`src/rtl/fpu_addsub_seq_pkg.sv`:
```
// fpu_pkg: shared types and constants for the 8-bit floating-point
// add/subtract sequencer.
//   fp8_t       : {sign, exp[2:0], fract[3:0]}; exp == 0 encodes zero
//   seq_state_e : micro-step states of the sequencer
//   BIAS, EXP_MAX, MAX_MAG : format constants
package fpu_pkg;

  localparam int EXP_W   = 3;
  localparam int FRAC_W  = 4;
  localparam int BIAS    = 3;
  localparam int EXP_MAX = 7;
  localparam logic [6:0] MAX_MAG = 7'h7F;

  typedef struct packed {
    logic              sign;
    logic [EXP_W-1:0]  exp;
    logic [FRAC_W-1:0] fract;
  } fp8_t;

  typedef enum logic [2:0] {
    S_IDLE,
    S_CMP,
    S_ALIGN,
    S_OP,
    S_NORM,
    S_ROUND,
    S_DONE
  } seq_state_e;

endpackage

```
`src/rtl/fpu_addsub_seq_if.sv`:
```
// fpu_addsub_seq_if: operand/result handshake bundle of the FPU add/sub
// sequencer. Signal suffixes are from the sequencer's point of view.
//   in_valid_i/in_ready_o : operand pair handshake (a_i, b_i, sel_i)
//   out_valid_o/out_ready_i : result handshake (res_o)
//   busy_o  : sequencer is not idle
//   flags_o : {overflow, underflow, inexact}, present only when the
//             FPU_FLAGS_EN macro is defined
// Modports: slave = the sequencer, master = issue logic / writeback side.
interface fpu_addsub_seq_if;
  import fpu_pkg::*;

  logic       in_valid_i;
  logic       in_ready_o;
  logic [7:0] a_i;
  logic [7:0] b_i;
  logic       sel_i;
  logic       out_valid_o;
  logic       out_ready_i;
  logic [7:0] res_o;
  logic       busy_o;
`ifdef FPU_FLAGS_EN
  logic [2:0] flags_o;

  modport slave (
    input  in_valid_i, a_i, b_i, sel_i, out_ready_i,
    output in_ready_o, out_valid_o, res_o, busy_o, flags_o
  );

  modport master (
    output in_valid_i, a_i, b_i, sel_i, out_ready_i,
    input  in_ready_o, out_valid_o, res_o, busy_o, flags_o
  );
`else
  modport slave (
    input  in_valid_i, a_i, b_i, sel_i, out_ready_i,
    output in_ready_o, out_valid_o, res_o, busy_o
  );

  modport master (
    output in_valid_i, a_i, b_i, sel_i, out_ready_i,
    input  in_ready_o, out_valid_o, res_o, busy_o
  );
`endif

endinterface

```
`src/rtl/fpu_round_rne.sv`:
```
// fpu_round_rne: combinational round-to-nearest-even.
//   mant_i   : 5-bit mantissa including the hidden bit
//   guard_i, round_i, sticky_i : bits below the mantissa LSB
//   mant_o   : rounded mantissa
//   carry_o  : rounding overflowed the 5-bit mantissa (exponent must +1)
module fpu_round_rne (
  input  logic [4:0] mant_i,
  input  logic       guard_i,
  input  logic       round_i,
  input  logic       sticky_i,
  output logic [4:0] mant_o,
  output logic       carry_o
);

  logic round_up;

  // NOTE: every output of a combinational block is assigned on every path,
  // so no latch can be inferred.
  always_comb begin
    // Above half rounds up; exactly half rounds to the even mantissa.
    round_up           = guard_i & (round_i | sticky_i | mant_i[0]);
    {carry_o, mant_o}  = {1'b0, mant_i} + {5'd0, round_up};
  end

endmodule

```
`src/rtl/fpu_addsub_seq.sv`:
```
// fpu_addsub_seq: multi-cycle 8-bit floating-point add/subtract sequencer.
// One operand pair is accepted in IDLE, then the datapath steps through
// CMP, ALIGN (one shift per cycle), OP, NORM (one shift per cycle), ROUND
// and DONE; the result is offered on a valid/ready handshake.
// Ports:
//   clk_i  : clock
//   rst_i  : synchronous active-high reset
//   bus    : fpu_addsub_seq_if.slave (operand, result and status signals)
// Build option: define FPU_FLAGS_EN to add bus.flags_o =
//   {overflow, underflow, inexact}, registered alongside res_o.
module fpu_addsub_seq
  import fpu_pkg::*;
(
  input  logic            clk_i,
  input  logic            rst_i,
  fpu_addsub_seq_if.slave bus
);

  seq_state_e state;
  fp8_t       a_q;
  fp8_t       b_q;
  logic       sel_q;
  logic       sign_q;
  logic       eff_sub_q;
  logic [3:0] exp_q;     // extra bit holds exponent 8 after a carry shift
  logic [7:0] l_mant;    // {1, fract, guard, round, sticky}
  logic [7:0] s_mant;
  logic [2:0] d_q;
  logic [8:0] sum_q;     // bit 8 is the add carry
  fp8_t       res_w;     // finished result waiting to be published

  logic       b_eff_sign;
  logic       a_is_l;
  logic       l_sign;
  logic       s_sign;
  logic [2:0] l_exp;
  logic [2:0] s_exp;
  logic [3:0] l_fract;
  logic [3:0] s_fract;
  logic       accept;
  logic       norm_underflow;
  logic [4:0] rnd_mant;
  logic       rnd_carry;
  logic [3:0] exp_rnd;
  logic       res_zero;
  logic       round_overflow;

  always_comb begin
    b_eff_sign = b_q.sign ^ sel_q;
    // Ties go to A so equal magnitudes of opposite sign cancel to +0.
    a_is_l     = {a_q.exp, a_q.fract} >= {b_q.exp, b_q.fract};
    l_sign     = a_is_l ? a_q.sign  : b_eff_sign;
    s_sign     = a_is_l ? b_eff_sign : a_q.sign;
    l_exp      = a_is_l ? a_q.exp   : b_q.exp;
    s_exp      = a_is_l ? b_q.exp   : a_q.exp;
    l_fract    = a_is_l ? a_q.fract : b_q.fract;
    s_fract    = a_is_l ? b_q.fract : a_q.fract;

    accept         = bus.in_valid_i && bus.in_ready_o;
    // A left shift that would take the exponent to 0 flushes to +0.
    norm_underflow = (sum_q != '0) && !sum_q[8] && !sum_q[7] && (exp_q == 4'd1);
    exp_rnd        = exp_q + {3'd0, rnd_carry};
    // A normalized mantissa always has its top bit (or the carry) set, so
    // both clear means NORM left a cancelled or flushed zero behind.
    res_zero       = !(rnd_carry | rnd_mant[4]);
    round_overflow = !res_zero && (exp_rnd > 4'(EXP_MAX));
  end

  fpu_round_rne u_round (
    .mant_i   (sum_q[7:3]),
    .guard_i  (sum_q[2]),
    .round_i  (sum_q[1]),
    .sticky_i (sum_q[0]),
    .mant_o   (rnd_mant),
    .carry_o  (rnd_carry)
  );

  // NOTE: sequential state uses non-blocking assignments so every register
  // samples the pre-edge values, independent of statement order.
  always_ff @(posedge clk_i) begin
    if (rst_i) begin
      // NOTE: every register is reset, including datapath scratch, so an
      // aborted operation leaves nothing behind.
      state           <= S_IDLE;
      a_q             <= '0;
      b_q             <= '0;
      sel_q           <= 1'b0;
      sign_q          <= 1'b0;
      eff_sub_q       <= 1'b0;
      exp_q           <= '0;
      l_mant          <= '0;
      s_mant          <= '0;
      d_q             <= '0;
      sum_q           <= '0;
      res_w           <= '0;
      bus.in_ready_o  <= 1'b1;
      bus.out_valid_o <= 1'b0;
      bus.res_o       <= '0;
      bus.busy_o      <= 1'b0;
    end else begin
      unique case (state)
        S_IDLE: begin
          if (accept) begin
            a_q            <= bus.a_i;
            b_q            <= bus.b_i;
            sel_q          <= bus.sel_i;
            bus.in_ready_o <= 1'b0;
            bus.busy_o     <= 1'b1;
            state          <= S_CMP;
          end
        end

        S_CMP: begin
          if (a_q.exp == '0 || b_q.exp == '0) begin
            if (b_q.exp != '0)      res_w <= {b_eff_sign, b_q.exp, b_q.fract};
            else if (a_q.exp != '0) res_w <= a_q;
            else                    res_w <= '0;
            state <= S_DONE;
          end else begin
            sign_q    <= l_sign;
            eff_sub_q <= l_sign ^ s_sign;
            exp_q     <= {1'b0, l_exp};
            l_mant    <= {1'b1, l_fract, 3'b000};
            s_mant    <= {1'b1, s_fract, 3'b000};
            d_q       <= l_exp - s_exp;
            state     <= (l_exp != s_exp) ? S_ALIGN : S_OP;
          end
        end

        S_ALIGN: begin
          // The bit falling off the bottom is folded into sticky.
          s_mant <= {1'b0, s_mant[7:2], s_mant[1] | s_mant[0]};
          d_q    <= d_q - 3'd1;
          if (d_q == 3'd1) state <= S_OP;
        end

        S_OP: begin
          // L >= S after alignment, so the difference never goes negative.
          sum_q <= eff_sub_q ? ({1'b0, l_mant} - {1'b0, s_mant})
                             : ({1'b0, l_mant} + {1'b0, s_mant});
          state <= S_NORM;
        end

        S_NORM: begin
          if (sum_q == '0) begin
            state <= S_ROUND;
          end else if (sum_q[8]) begin
            sum_q <= {1'b0, sum_q[8:2], sum_q[1] | sum_q[0]};
            exp_q <= exp_q + 4'd1;
          end else if (!sum_q[7]) begin
            if (norm_underflow) begin
              sum_q <= '0;
              state <= S_ROUND;
            end else begin
              sum_q <= {sum_q[7:0], 1'b0};
              exp_q <= exp_q - 4'd1;
            end
          end else begin
            state <= S_ROUND;
          end
        end

        S_ROUND: begin
          if (res_zero)            res_w <= '0;
          else if (round_overflow) res_w <= {sign_q, MAX_MAG};
          else                     res_w <= {sign_q, exp_rnd[2:0], rnd_mant[3:0]};
          state <= S_DONE;
        end

        S_DONE: begin
          // First DONE cycle publishes the result; later cycles wait for
          // the consumer with res_o frozen.
          if (!bus.out_valid_o) begin
            bus.res_o       <= res_w;
            bus.out_valid_o <= 1'b1;
          end else if (bus.out_ready_i) begin
            bus.out_valid_o <= 1'b0;
            bus.in_ready_o  <= 1'b1;
            bus.busy_o      <= 1'b0;
            state           <= S_IDLE;
          end
        end

        default: state <= S_IDLE;
      endcase
    end
  end

`ifdef FPU_FLAGS_EN
  logic [2:0] flags_w;   // {overflow, underflow, inexact} of the operation

  always_ff @(posedge clk_i) begin
    if (rst_i) begin
      flags_w     <= '0;
      bus.flags_o <= '0;
    end else begin
      unique case (state)
        S_IDLE:  if (accept) flags_w <= '0;
        S_NORM:  if (norm_underflow) flags_w[1] <= 1'b1;
        S_ROUND: begin
          flags_w[2] <= round_overflow;
          flags_w[0] <= |sum_q[2:0];
        end
        S_DONE:  if (!bus.out_valid_o) bus.flags_o <= flags_w;
        default: ;
      endcase
    end
  end
`endif

endmodule

```
`src/flat_wrapper.sv`:
```
// flat-port wrapper written by rule: the top's interface ports become plain ports
module fpu_addsub_seq_flat import fpu_pkg::*;
  (clk_i, rst_i, bus_in_valid_i, bus_a_i, bus_b_i, bus_sel_i, bus_out_ready_i, bus_in_ready_o, bus_out_valid_o, bus_res_o, bus_busy_o);
  fpu_addsub_seq_if bus_i ();
  input  logic clk_i;
  input  logic rst_i;
  input wire logic [$bits(bus_i.in_valid_i)-1:0] bus_in_valid_i;
  input wire logic [$bits(bus_i.a_i)-1:0] bus_a_i;
  input wire logic [$bits(bus_i.b_i)-1:0] bus_b_i;
  input wire logic [$bits(bus_i.sel_i)-1:0] bus_sel_i;
  input wire logic [$bits(bus_i.out_ready_i)-1:0] bus_out_ready_i;
  output wire logic [$bits(bus_i.in_ready_o)-1:0] bus_in_ready_o;
  output wire logic [$bits(bus_i.out_valid_o)-1:0] bus_out_valid_o;
  output wire logic [$bits(bus_i.res_o)-1:0] bus_res_o;
  output wire logic [$bits(bus_i.busy_o)-1:0] bus_busy_o;
  assign bus_i.in_valid_i = bus_in_valid_i;
  assign bus_i.a_i = bus_a_i;
  assign bus_i.b_i = bus_b_i;
  assign bus_i.sel_i = bus_sel_i;
  assign bus_i.out_ready_i = bus_out_ready_i;
  assign bus_in_ready_o = bus_i.in_ready_o;
  assign bus_out_valid_o = bus_i.out_valid_o;
  assign bus_res_o = bus_i.res_o;
  assign bus_busy_o = bus_i.busy_o;
  fpu_addsub_seq u_core (.clk_i(clk_i), .rst_i(rst_i), .bus(bus_i));
endmodule
```
`config.mk`:
```
export PLATFORM = sky130hd
export DESIGN_NAME = fpu_addsub_seq_flat
export DESIGN_NICKNAME = d
export VERILOG_FILES = /design/src/rtl/fpu_addsub_seq_pkg.sv /design/src/rtl/fpu_addsub_seq_if.sv /design/src/rtl/fpu_round_rne.sv /design/src/rtl/fpu_addsub_seq.sv /design/src/flat_wrapper.sv
export SDC_FILE = /design/constraint.sdc
export NUM_CORES = 1
export LEC_CHECK = 0
export ABC_AREA = 1
export CAP_MARGIN = 20
export CORE_MARGIN = 2
export CORE_UTILIZATION = 60
export CTS_BUF_LIST = sky130_fd_sc_hd__clkbuf_2 sky130_fd_sc_hd__clkbuf_4 sky130_fd_sc_hd__clkbuf_8
export CTS_CLUSTER_SIZE = 8
export DETAILED_ROUTE_END_ITERATION = 10
export DONT_BUFFER_PORTS = 1
export MAX_ROUTING_LAYER = met4
export PLACE_DENSITY = 0.81
export SYNTH_ARGS = -nofsm -noshare
export SYNTH_HDL_FRONTEND = slang
export SYNTH_SLANG_ARGS = --single-unit
```
`constraint.sdc`:
```
create_clock -name clk_i -period 1.9 [get_ports clk_i]
set_input_delay 0.38 -clock clk_i [delete_from_list [all_inputs] [get_ports clk_i]]
set_output_delay 0.38 -clock clk_i [all_outputs]
set_load 0.01 [all_outputs]
```
==> run_summary.xml, run 1 <==
<?xml version="1.0" encoding="UTF-8"?>
<metrics>
  <group name="status">
    <metric name="outcome" unit="">complete, but fails checks</metric>
    <metric name="failed_checks" unit="">negative setup slack</metric>
  </group>
  <group name="power_and_ir_drop">
    <metric name="power.static_leakage" unit="nW">2.30</metric>
    <metric name="ir_worst_vdd" unit="mV">1.11</metric>
    <metric name="p_total" unit="mW">8.33</metric>
    <metric name="power-per-cell-area" unit="mW/mm^2">1660</metric>
  </group>
  <group name="synth">
    <metric name="synth_nets" unit="">668</metric>
    <metric name="yosysWarningCount" unit="">0</metric>
    <metric name="ys_types" unit="">32</metric>
    <metric name="post_synth.cell_area_avg" unit="um^2">6.80</metric>
    <metric name="yosys_register_bits" unit="">70</metric>
    <metric name="synth.cell_area" unit="mm^2">0.00421</metric>
    <metric name="synth_seq_area_share" unit="">0.333</metric>
    <metric name="post_synth_inst_count" unit="">619</metric>
  </group>
  <group name="cells_and_area">
    <metric name="fillers" unit="">511</metric>
    <metric name="final_cell_mix" unit="">sky130_fd_sc_hd__nand2_1 (101), sky130_fd_sc_hd__a21oi_1 (69), sky130_fd_sc_hd__inv_1 (68), sky130_fd_sc_hd__nor2_1 (63), sky130_fd_sc_hd__o21ai_0 (63)</metric>
    <metric name="layout-drive-gt1-share" unit="">0.209</metric>
    <metric name="multi_input_area" unit="mm^2">0.00261</metric>
    <metric name="seqCellArea" unit="mm^2">0.00141</metric>
    <metric name="final_core_utilization" unit="">0.740</metric>
    <metric name="area_growth_syn_to_layout" unit="%">19.5</metric>
    <metric name="num_antenna_cells" unit="">0</metric>
    <metric name="finish.cell_count_without_fillers" unit="">760</metric>
    <metric name="final_common_cell" unit="">sky130_fd_sc_hd__nand2_1</metric>
    <metric name="finish.net_count" unit="">708</metric>
  </group>
  <group name="sta">
    <metric name="final-max-slew-violation-count" unit="">0</metric>
    <metric name="fmax" unit="MHz">519</metric>
    <metric name="fin_ws" unit="ps">-27.5</metric>
    <metric name="worst-slew-pin-transition" unit="ps">621</metric>
    <metric name="max_slew_margin" unit="">0.585</metric>
    <metric name="final.setup.tns" unit="ps">-44.9</metric>
    <metric name="final.min_clock_period" unit="ps">1930</metric>
    <metric name="timing.final.hold_violations" unit="">0</metric>
    <metric name="timing.final.crit_share" unit="">1.01</metric>
    <metric name="rsz0062_at_grt" unit="">yes</metric>
    <metric name="finalClockSkew" unit="ps">11.7</metric>
    <metric name="report.final.setup_viol" unit="">2</metric>
  </group>
  <group name="die">
    <metric name="floorplan.initialDensity" unit="">0.620</metric>
    <metric name="num_io_pins" unit="">32</metric>
    <metric name="chipHeight" unit="um">87.8</metric>
    <metric name="design.die.area" unit="mm^2">0.00770</metric>
    <metric name="chipWidth" unit="um">87.8</metric>
    <metric name="placementRows" unit="">30</metric>
    <metric name="design.core.area" unit="mm^2">0.00679</metric>
  </group>
  <group name="clocking">
    <metric name="cts-htree-levels" unit="">3</metric>
    <metric name="tritoncts" unit="">built</metric>
    <metric name="clk_root_buffer_cell" unit="">sky130_fd_sc_hd__clkbuf_8</metric>
    <metric name="cts_sinks" unit="">70</metric>
    <metric name="path_clk_slew" unit="ps">90</metric>
    <metric name="clock_path_buffers" unit="">2</metric>
    <metric name="cts-buffers-inserted" unit="">9</metric>
    <metric name="clock_insertion_delay_at_the_later_pin_of_the_skew_report" unit="ps">350</metric>
  </group>
  <group name="critical_path">
    <metric name="reg2reg_from" unit="">u_core.a_q[6]$_SDFFE_PP0P_</metric>
    <metric name="kind_of_critical_path" unit="">flop to flop</metric>
    <metric name="critical_path.endpoint_type" unit="">flop</metric>
    <metric name="reg2reg_slack" unit="ps">-30</metric>
    <metric name="critical_path_peak_fanout" unit="">4</metric>
    <metric name="rr_endpoint" unit="">u_core.d_q[1]$_SDFFE_PP0P_</metric>
    <metric name="critPathArrivalTime" unit="ps">2160</metric>
    <metric name="cp.required" unit="ps">2130</metric>
    <metric name="cp-start-kind" unit="">flop</metric>
    <metric name="worst_reg2reg_path_depth" unit="">10</metric>
  </group>
  <group name="drt">
    <metric name="final_antenna_net_count" unit="">0</metric>
    <metric name="routed_wl" unit="um">12100</metric>
    <metric name="num_vias" unit="">4418</metric>
    <metric name="wire_length_per_cell" unit="um">16.0</metric>
    <metric name="drtPass1Iterations" unit="">6</metric>
    <metric name="drt-initial-drc-count" unit="">309</metric>
    <metric name="route.detailed.vias_per_inst" unit="">5.81</metric>
    <metric name="remaining_drc_errors" unit="">0</metric>
  </group>
  <group name="global_route">
    <metric name="grt_pass1_wl" unit="um">18500</metric>
    <metric name="grt_antenna_before_repair" unit="">0</metric>
    <metric name="grt_usage" unit="">0.316</metric>
    <metric name="grt_remaining_overflow" unit="">0</metric>
    <metric name="grt_start_max_net_pins" unit="">39</metric>
    <metric name="first_global_vias" unit="">3994</metric>
  </group>
  <group name="place">
    <metric name="post_dp_hpwl" unit="um">8000</metric>
    <metric name="dpl_worst_slack" unit="ps">-67.4</metric>
    <metric name="io_buffer_count" unit="">0</metric>
    <metric name="placedCellCount" unit="">736</metric>
    <metric name="last_weighted_congestion_value_of_the_routability_driven_placer" unit="">0.932</metric>
  </group>
  <group name="hold_path">
    <metric name="hp-start" unit="">rst_i</metric>
    <metric name="hold_depth" unit="">1</metric>
    <metric name="worstHoldPathType" unit="">input port to flop</metric>
    <metric name="worst_hold_end" unit="">u_core.exp_q[3]$_SDFFE_PP0P_</metric>
  </group>
  <group name="job">
    <metric name="maxCapViolCount" unit="">0</metric>
  </group>
</metrics>
[where the power goes]
group	total, mW	internal [mW]	leakage, nW	switching, mW
logic	4.84	1.88	1.62	2.97
registers	2.23	1.88	0.575	0.348
clock network	1.25	0.631	0.101	0.621
[worst max path at each step]
stage / from / end / slack [ps] / cells past startpoint
global placement: u_core.b_q[5]$_SDFFE_PP0P_ / u_core.d_q[1]$_SDFFE_PP0P_ / 20 / 11
CTS: u_core.b_q[4]$_SDFFE_PP0P_ / u_core.d_q[1]$_SDFFE_PP0P_ / -30 / 11
global route: u_core.b_q[6]$_SDFFE_PP0P_ / u_core.d_q[2]$_SDFFE_PP0P_ / -120 / 14
detailed placement: u_core.b_q[6]$_SDFFE_PP0P_ / u_core.d_q[1]$_SDFFE_PP0P_ / -70 / 11
floorplan: u_core.b_q[4]$_SDFFE_PP0P_ / u_core.d_q[1]$_SDFFE_PP0P_ / 30 / 11
finish: u_core.a_q[6]$_SDFFE_PP0P_ / u_core.d_q[1]$_SDFFE_PP0P_ / -30 / 10
[Yosys cell counts]
cell type                  count  area [um^2]
sky130_fd_sc_hd__xnor2_1       1         8.76
sky130_fd_sc_hd__a211oi_1      7         52.6
sky130_fd_sc_hd__buf_2         7         35.0
sky130_fd_sc_hd__nand2_2       3         18.8
sky130_fd_sc_hd__nand3_1      26          130
sky130_fd_sc_hd__fa_1          1         20.0
sky130_fd_sc_hd__nor2_2        4         25.0
sky130_fd_sc_hd__nor2_1       66          248
sky130_fd_sc_hd__xor2_1       10         87.6
sky130_fd_sc_hd__nand3_2       2         20.0
sky130_fd_sc_hd__nor3_2        2         20.0
sky130_fd_sc_hd__nor2_4        2         22.5
sky130_fd_sc_hd__inv_2         6         22.5
sky130_fd_sc_hd__o21bai_1      1         7.51
sky130_fd_sc_hd__and2_4        1         8.76
sky130_fd_sc_hd__nor3_1        6         30.0
sky130_fd_sc_hd__inv_1        74          278
sky130_fd_sc_hd__a21oi_1      75          375
sky130_fd_sc_hd__ha_1         27          338
sky130_fd_sc_hd__clkbuf_1     14         52.6
sky130_fd_sc_hd__a221oi_1      1         8.76
sky130_fd_sc_hd__dfxtp_1      70         1400
sky130_fd_sc_hd__o211ai_1     11         82.6
sky130_fd_sc_hd__buf_1         1         3.75
sky130_fd_sc_hd__o21ai_4       1         16.3
sky130_fd_sc_hd__a311oi_1      1         8.76
sky130_fd_sc_hd__o21a_1        1         7.51
sky130_fd_sc_hd__nand3b_4      1         20.0
sky130_fd_sc_hd__nand2_1     112          420
sky130_fd_sc_hd__o21ai_0      74          370
sky130_fd_sc_hd__nand4_1       6         37.5
sky130_fd_sc_hd__a31oi_1       5         31.3
[worst max-delay path: stages (launching register included)]
cell                       delay [ps]
sky130_fd_sc_hd__dfxtp_1          410
sky130_fd_sc_hd__ha_4             260
sky130_fd_sc_hd__nand2_2           90
sky130_fd_sc_hd__nand2_2           80
sky130_fd_sc_hd__a21oi_4          170
sky130_fd_sc_hd__nand2_4           90
sky130_fd_sc_hd__o21ai_2          160
sky130_fd_sc_hd__o21ai_1           90
sky130_fd_sc_hd__ha_2             260
sky130_fd_sc_hd__o211ai_1         160
sky130_fd_sc_hd__a21oi_1           50
[metal layers]
layer,GRT usage,part of all wire,wire length (um),vias to the layer above
met5,-,0,0,-
met4,0.140,0.049,600,0
met3,0.0679,0.074,901,57
met2,0.514,0.46,5630,199
met1,0.375,0.41,5000,2030
li1,-,-,-,2132
[cell families (layout without fill, tap and decap cells)]
family,after synthesis,in the layout,synth area share
AND/OR/NAND/NOR,231,231,0.238
AO/OA/AOI/OAI,177,177,0.228
buffers and inverters,102,147,0.0930
flip-flops,70,70,0.333
adder cells (fa/ha/maj),28,28,0.0850
XOR/XNOR,11,11,0.0229
[flip-flops by register name (all words and copies together) (netlist names)]
| register | cells |
|---|---|
| u_core.sign_q | 1 |
| u_core.a_q | 8 |
| u_core.bus.res_o | 8 |
| u_core.l_mant | 5 |
| u_core.s_mant | 8 |
| u_core.bus.out_valid_o | 1 |
| u_core.d_q | 3 |
| u_core.eff_sub_q | 1 |
| u_core.bus.in_ready_o | 1 |
| u_core.bus.busy_o | 1 |
| u_core.state | 3 |
| u_core.sum_q | 9 |
| u_core.b_q | 8 |
| u_core.res_w | 8 |
| u_core.exp_q | 4 |
| u_core.sel_q | 1 |
[metrics by stage]
step	area (um^2)	hold WS, ps
floorplan	4240	439
global placement	4590	454
detailed placement	4590	456
CTS	4850	86.0
global route	5030	70.6
finish	5030	95.9
[what timing repair did]
action | 4_1_cts | 5_1_grt
hold buffers | 0 | 0
cloned | 0 | 0
pin swaps | 3 | 18
buffers inserted | 2 | 8
gates resized for setup | 11 | 52
endpoints found under the hold margin | 0 | 0
endpoints found under the setup margin | 3 | 22
[layout make-up]
type                       count  area share
multi-input combinational    447       0.519
sequential                    70       0.281
timing repair buffer          51      0.0761
inverter                      80      0.0597
clock buffer                  10      0.0261
tap                           96      0.0239
clock inverter                 6      0.0137
No activity file was read; power rests on OpenSTA's default activity.
==> run 2, diff against run 1 <==
- SKIP_CTS_REPAIR_TIMING: not set -> 1
==> run 2 against run 1 <==
Net effect:
- the flow still finishes with violations (negative setup slack)
- final cell count decreased by 0.26%
- clock skew decreased by 1.9 ps
- flip-flop and latch count unchanged
- total power decreased by 0.65%
==> run_summary.xml, run 2 (synthesized netlist as in run 1, its figures left out) <==
<?xml version="1.0" encoding="UTF-8"?>
<metrics>
  <group name="critical_path">
    <metric name="reg2reg_from" unit="">u_core.b_q[5]$_SDFFE_PP0P_</metric>
    <metric name="critical_path.endpoint_type" unit="">flop</metric>
    <metric name="critical_path_peak_fanout" unit="">4</metric>
    <metric name="reg2reg_slack" unit="ps">-80</metric>
    <metric name="worst_reg2reg_path_depth" unit="">14</metric>
    <metric name="rr_endpoint" unit="">u_core.d_q[2]$_SDFFE_PP0P_</metric>
    <metric name="cp-start-kind" unit="">flop</metric>
    <metric name="critPathArrivalTime" unit="ps">2270</metric>
    <metric name="kind_of_critical_path" unit="">flop to flop</metric>
    <metric name="cp.required" unit="ps">2190</metric>
  </group>
  <group name="sta">
    <metric name="finalClockSkew" unit="ps">9.85</metric>
    <metric name="final-max-slew-violation-count" unit="">0</metric>
    <metric name="timing.final.crit_share" unit="">1.04</metric>
    <metric name="fmax" unit="MHz">505</metric>
    <metric name="fin_ws" unit="ps">-80.2</metric>
    <metric name="timing.final.hold_violations" unit="">0</metric>
    <metric name="final.min_clock_period" unit="ps">1980</metric>
    <metric name="rsz0062_at_grt" unit="">yes</metric>
    <metric name="worst-slew-pin-transition" unit="ps">617</metric>
    <metric name="max_slew_margin" unit="">0.588</metric>
    <metric name="report.final.setup_viol" unit="">2</metric>
  </group>
  <group name="global_route">
    <metric name="grt_remaining_overflow" unit="">0</metric>
    <metric name="grt_pass1_wl" unit="um">18100</metric>
    <metric name="grt_antenna_before_repair" unit="">0</metric>
    <metric name="grt_start_max_net_pins" unit="">39</metric>
    <metric name="first_global_vias" unit="">3930</metric>
    <metric name="grt_usage" unit="">0.308</metric>
  </group>
  <group name="hold_path">
    <metric name="hp-start" unit="">rst_i</metric>
    <metric name="worst_hold_end" unit="">u_core.exp_q[3]$_SDFFE_PP0P_</metric>
    <metric name="hold_depth" unit="">1</metric>
    <metric name="worstHoldPathType" unit="">input port to flop</metric>
  </group>
  <group name="cells_and_area">
    <metric name="finish.instance_area" unit="mm^2">0.00501</metric>
    <metric name="fillers" unit="">521</metric>
    <metric name="layout-drive-gt1-share" unit="">0.211</metric>
    <metric name="largest_register_by_flop_count" unit="">u_core.sum_q</metric>
    <metric name="number_of_flip_flops_in_the_largest_register" unit="">9</metric>
    <metric name="finish.cell_count_without_fillers" unit="">758</metric>
    <metric name="final_cell_mix" unit="">sky130_fd_sc_hd__nand2_1 (102), sky130_fd_sc_hd__a21oi_1 (71), sky130_fd_sc_hd__o21ai_0 (67), sky130_fd_sc_hd__inv_1 (65), sky130_fd_sc_hd__nor2_1 (63)</metric>
    <metric name="num_antenna_cells" unit="">0</metric>
    <metric name="finish.net_count" unit="">706</metric>
    <metric name="final_common_cell" unit="">sky130_fd_sc_hd__nand2_1</metric>
    <metric name="area_growth_syn_to_layout" unit="%">19.0</metric>
  </group>
  <group name="drt">
    <metric name="wire_length_per_cell" unit="um">15.7</metric>
    <metric name="routed_wl" unit="um">11900</metric>
    <metric name="drt-initial-drc-count" unit="">307</metric>
    <metric name="num_vias" unit="">4350</metric>
    <metric name="remaining_drc_errors" unit="">0</metric>
    <metric name="route.detailed.vias_per_inst" unit="">5.74</metric>
    <metric name="drtPass1Iterations" unit="">5</metric>
    <metric name="final_antenna_net_count" unit="">0</metric>
  </group>
  <group name="clocking">
    <metric name="clock_path_buffers" unit="">2</metric>
    <metric name="cts-htree-levels" unit="">3</metric>
    <metric name="tritoncts" unit="">built</metric>
    <metric name="path_clk_slew" unit="ps">80</metric>
    <metric name="clk_root_buffer_cell" unit="">sky130_fd_sc_hd__clkbuf_8</metric>
    <metric name="cts_sinks" unit="">70</metric>
    <metric name="cts-buffers-inserted" unit="">9</metric>
    <metric name="clock_insertion_delay_at_the_later_pin_of_the_skew_report" unit="ps">350</metric>
  </group>
  <group name="power_and_ir_drop">
    <metric name="internal_power" unit="mW">4.39</metric>
    <metric name="switching_share" unit="">0.469</metric>
    <metric name="sequentialPowerShare" unit="">0.271</metric>
    <metric name="switchingPower" unit="mW">3.88</metric>
    <metric name="power.static_leakage" unit="nW">2.28</metric>
    <metric name="ir_worst_vdd" unit="mV">1.18</metric>
    <metric name="power-per-cell-area" unit="mW/mm^2">1650</metric>
    <metric name="pwr-share-comb" unit="">0.579</metric>
    <metric name="share_clk_of_total_power" unit="">0.150</metric>
  </group>
  <group name="die">
    <metric name="placementRows" unit="">30</metric>
    <metric name="design.die.area" unit="mm^2">0.00770</metric>
    <metric name="num_io_pins" unit="">32</metric>
    <metric name="floorplan.initialDensity" unit="">0.620</metric>
    <metric name="design.core.area" unit="mm^2">0.00679</metric>
    <metric name="chipHeight" unit="um">87.8</metric>
    <metric name="chipWidth" unit="um">87.8</metric>
  </group>
  <group name="job">
    <metric name="maxCapViolCount" unit="">0</metric>
  </group>
  <group name="place">
    <metric name="placed_area" unit="mm^2">0.00459</metric>
    <metric name="dpl_worst_slack" unit="ps">-67.4</metric>
    <metric name="post_dp_hpwl" unit="um">8000</metric>
    <metric name="placedCellCount" unit="">736</metric>
    <metric name="io_buffer_count" unit="">0</metric>
    <metric name="last_weighted_congestion_value_of_the_routability_driven_placer" unit="">0.932</metric>
  </group>
  <group name="status">
    <metric name="failed_checks" unit="">negative setup slack</metric>
    <metric name="outcome" unit="">complete, but fails checks</metric>
  </group>
</metrics>
[run 2: cell types whose count changed in the layout (fill, tap and decap cells not counted), moves of 2 or more]
cell                      change
sky130_fd_sc_hd__a21oi_2      -2
sky130_fd_sc_hd__o21ai_0      +4
sky130_fd_sc_hd__inv_2        +3
sky130_fd_sc_hd__dfxtp_1      -3
sky130_fd_sc_hd__o21ai_1      -4
sky130_fd_sc_hd__dfxtp_2      +3
sky130_fd_sc_hd__inv_1        -3
sky130_fd_sc_hd__nand2_4      -2
sky130_fd_sc_hd__buf_4        -2
sky130_fd_sc_hd__a21oi_1      +2
[run 2: per-stage QoR]
| step | hold slack, ps | power (mW) | setup TNS (ps) | util |
|---|---|---|---|---|
| floorplan | 439 | 4.86 | 0 | - |
| global placement | 454 | 5.99 | 0 | 0.676 |
| detailed placement | 456 | 6.17 | -107 | 0.676 |
| CTS | 86.0 | 7.45 | -294 | 0.705 |
| global route | 69.9 | 8.79 | -518 | 0.737 |
| finish | 95.2 | 8.27 | -148 | 0.737 |
[run 2: how the worst max path moves through the flow]
stage	cells past startpoint	startpoint	endpoint
after floorplan	11	u_core.b_q[4]$_SDFFE_PP0P_	u_core.d_q[1]$_SDFFE_PP0P_
after global placement	11	u_core.b_q[5]$_SDFFE_PP0P_	u_core.d_q[1]$_SDFFE_PP0P_
after detailed placement	11	u_core.b_q[6]$_SDFFE_PP0P_	u_core.d_q[1]$_SDFFE_PP0P_
after CTS	11	u_core.b_q[6]$_SDFFE_PP0P_	u_core.d_q[1]$_SDFFE_PP0P_
after global routing	16	u_core.b_q[2]$_SDFFE_PP0P_	u_core.d_q[2]$_SDFFE_PP0P_
final	14	u_core.b_q[5]$_SDFFE_PP0P_	u_core.d_q[2]$_SDFFE_PP0P_
[run 2: power groups by stage]
stage          registers, mW  logic (mW)  clock network (mW)
3_5_place_dp            2.21        3.96                   0
4_1_cts                 2.18        4.02                1.25
5_1_grt                 2.27        5.19                1.32
6_report                2.24        4.79                1.24
2_1_floorplan           2.17        2.69                   0
3_3_place_gp            2.19        3.80                   0
[run 2: area by class of cell]
type                       count  area, um^2  area share
clock buffer                  10         131      0.0262
timing repair buffer          49         368      0.0734
inverter                      80         300      0.0599
sequential                    70        1420       0.283
clock inverter                 6        68.8      0.0137
tap                           96         120      0.0240
multi-input combinational    447        2600       0.520
[run 2: critical path: stages, from the launching register on]
cell	delay (ps)
sky130_fd_sc_hd__dfxtp_2	340
sky130_fd_sc_hd__inv_2	50
sky130_fd_sc_hd__ha_4	250
sky130_fd_sc_hd__nand2_4	70
sky130_fd_sc_hd__inv_2	60
sky130_fd_sc_hd__a21oi_4	190
sky130_fd_sc_hd__nand2_4	100
sky130_fd_sc_hd__o21ai_4	200
sky130_fd_sc_hd__o21ai_2	80
sky130_fd_sc_hd__ha_2	190
sky130_fd_sc_hd__inv_2	60
sky130_fd_sc_hd__nand2_1	50
sky130_fd_sc_hd__nand2_1	80
sky130_fd_sc_hd__nand3_2	60
sky130_fd_sc_hd__a21oi_2	120
[run 2: layer usage]
metal | vias up | track usage | routed length [um]
li1 | 2127 | - | -
met1 | 1983 | 0.371 | 4890
met2 | 197 | 0.501 | 5710
met3 | 43 | 0.0669 | 864
met4 | 0 | 0.124 | 428
met5 | - | - | 0
==> RTL change (config.mk and constraints of run 1) <==
The 7 states of `seq_state_e` get a one-hot encoding in 7 bits.
--- a/src/rtl/fpu_addsub_seq_pkg.sv
+++ b/src/rtl/fpu_addsub_seq_pkg.sv
@@ -19,10 +19,10 @@
 
-  typedef enum logic [2:0] {
-    S_IDLE,
-    S_CMP,
-    S_ALIGN,
-    S_OP,
-    S_NORM,
-    S_ROUND,
-    S_DONE
+  typedef enum logic [6:0] {
+    S_IDLE  = 7'b0000001,
+    S_CMP   = 7'b0000010,
+    S_ALIGN = 7'b0000100,
+    S_OP    = 7'b0001000,
+    S_NORM  = 7'b0010000,
+    S_ROUND = 7'b0100000,
+    S_DONE  = 7'b1000000
   } seq_state_e;
Formal check against the unedited RTL: same outputs for any inputs over 4 cycles, from zero or initial values and one cycle with rst_i high; so few cycles prove little.
==> RTL change against run 1 <==
Maximum frequency hardly changed; worst setup slack improved by 1.1 ps; cell area increased by 4.3%; area after synthesis is 5.6% higher; non-clock buffer count fell by 3; count of clock-buffer cells in the layout down 1; largest cell class unchanged; cell count rose by 1.4%; critical path depth increased by 2; the run still ends with negative setup slack left; sequential cell count rose by 4; routed wire length is 6.2% lower.
Power is not compared: it rests on default switching activity, and its combinational part moved more than twofold at a synthesized area within 25%.
==> RTL change: results (changes against run 1) <==
| Metric | Value |
|---|---|
| Failing checks | `negative setup slack` |
| Worst-Skew Late Latency | `370 ps (+20 ps)` |
| R2R depth | `12 (+2)` |
| Nets | `716 (+1.1%)` |
| Top post-synthesis cells by count | `109 x nand2_1, 74 x dfxtp_1, 71 x inv_1, 56 x a21oi_1, 55 x nor2_1` |
| Worst Tran Pin Value | `403 ps (-219 ps)` |
| Area contributors post-synth | `dfxtp_1 33%, nand2_1 9.2%, ha_1 7.6%, a21oi_1 6.3%, inv_1 6.0%` |
| Clock Tree Root | `clkbuf_8` |
| Fillers | `582 (+14%)` |
| Post-synthesis sequential area ratio | `0.333 (+0.000490)` |
| Top reg by flops | `u_core.sum_q` |
| Fin Hold WS | `77.9 ps (-18.0 ps)` |
| Status | `finished with violations` |
| Synth Flop Type | `dfxtp_1` |
| Post-synthesis cell type count | `39 (+22%)` |
| Final Setup Violations | `1 (-1)` |
| Total GRT Usage | `0.285 (-0.0313)` |
| Crit path max fanout | `4 (unchanged)` |
| First-pass GRT wire length | `18.2 mm (-1.4%)` |
| Setup Skew | `13.7 ps (+1.95 ps)` |
| DP Cell Count | `750 (+1.9%)` |
| Vias per Instance | `5.58 (-4.1%)` |
| YS warnings | `0 (unchanged)` |
| Dpl ws | `-40.2 ps (+27.2 ps)` |
| Drt total wl | `11.4 mm (-6.2%)` |
| Via Count | `4,300 (-2.7%)` |
| H-Tree Depth | `3 (unchanged)` |
| Layout cells sized above 1 | `0.228 (+0.0183)` |
| Largest register FFs | `9 (unchanged)` |
| Largest net degree at the start of global routing | `57 (+46%)` |
| Antenna Cells | `0 (unchanged)` |
| Setup TNS Final | `-26.4 ps (+18.5 ps)` |
| TritonCTS Buffers | `9 (unchanged)` |
| Vias in the first global route | `3,979 (-0.38%)` |
| Pre-antenna DRT Iters | `5 (-1)` |
| Cells after Synth | `632 (+2.1%)` |
| Clock Tree Buf Depth | `2 (unchanged)` |
| Area after DPL | `4850 sq um (+5.6%)` |
| Worst-path clk slew | `90 ps (about the same)` |
| Reg-to-Reg End | `u_core.d_q[1]` |
| Antenna violations before repair | `0 (unchanged)` |
| Syn_nets | `681 (+1.9%)` |
| IO Port Bufs | `0 (unchanged)` |
| Final worst slack | `-26.4 ps (+1.10 ps)` |
| Routability cong. | `0.912 (-2.2%)` |
| Leak pwr | `2.41 nW` |
| Hold EP | `u_core.s_mant[1]` |
| Hold WC Path Type | `in -> reg` |
| Initial core utilization | `0.616 (-0.00367)` |
| Reg2reg start | `u_core.b_q[5]` |
| Hold path startpoint | `rst_i` |
| Post-DP HPWL | `8.17 mm (+2.1%)` |
| Worst EP arrival | `2180 ps (+20 ps)` |
| Count leader, synth | `nand2_1` |
| Peak VDD IR | `0.810 mV` |
| Async SR Flop Fraction | `0 (unchanged)` |
| Worst Hold Depth | `1 (unchanged)` |
| Drt initial violations | `290 (-6.1%)` |
[RTL change: changes by cell type after synthesis, moves of 4 or more]
| cell | change |
|---|---|
| o21ai_1 | +22 |
| o21ai_0 | -21 |
| a21oi_1 | -19 |
| inv_2 | +11 |
| nor2_1 | -11 |
| nand3_1 | +10 |
| o22ai_1 | +5 |
| a211oi_1 | -4 |
| dfxtp_1 | +4 |
| nor3_1 | -4 |
[RTL change: metal layers]
layer  vias up  routed length, microns  GRT usage
li1       2171                       -          -
met3        25                     549     0.0453
met1      1969                    5040      0.351
met4         0                     293      0.121
met5         -                       0          -
met2       135                    5490      0.465
[RTL change: final cells by class]
class                           instances  area (sq um)  share of cell area
Multi-Input combinational cell        446          2720               0.518
Sequential cell                        74          1490               0.285
Timing Repair Buffer                   48           373              0.0711
Inverter                               88           333              0.0635
Clock buffer                            9           124              0.0236
Tap cell                               99           124              0.0236
Clock inverter                          7          82.6              0.0157
[RTL change: worst max path at each step]
stage	endpoint	slack, ps	from
CTS	u_core.d_q[1]	-10	u_core.b_q[5]
detailed placement	u_core.d_q[1]	-40	u_core.b_q[5]
global route	u_core.d_q[1]	-120	u_core.b_q[5]
global placement	u_core.d_q[1]	40	u_core.b_q[6]
finish	u_core.d_q[1]	-30	u_core.b_q[5]
floorplan	u_core.d_q[1]	-60	u_core.b_q[4]
[RTL change: logic make-up after synthesis]
group,Yosys count,share of synthesized area
buf+inv,112,0.101
xor+xnor,14,0.0276
flops,74,0.333
simple gates,236,0.248
compound gates,168,0.209
fa+ha+maj,28,0.0805
[RTL change: repair_timing]
action                                  4_1_cts  5_1_grt
setup buffers                                 1        5
hold endpoints to repair                      0        0
gates resized for setup                       6       39
endpoints found under the setup margin        2       22
pin swaps                                     3       14
[RTL change: power by group]
group	leakage, nW	total (mW)	switching (mW)	internal [mW]
registers	0.604	1.72	0.0757	1.64
logic	1.70	1.36	0.805	0.558
clock network	0.105	1.32	0.687	0.628
[RTL change: critical path: stages (launching register included)]
cell and delay (ps):
dfxtp_2 350, inv_2 50, ha_4 250, nand2_4 90, inv_2 40, a21oi_2 150
nand3_2 130, nand2_1 90, o21ai_2 60, o21ai_1 80, ha_2 290, a211oi_2 200
a211oi_2 50
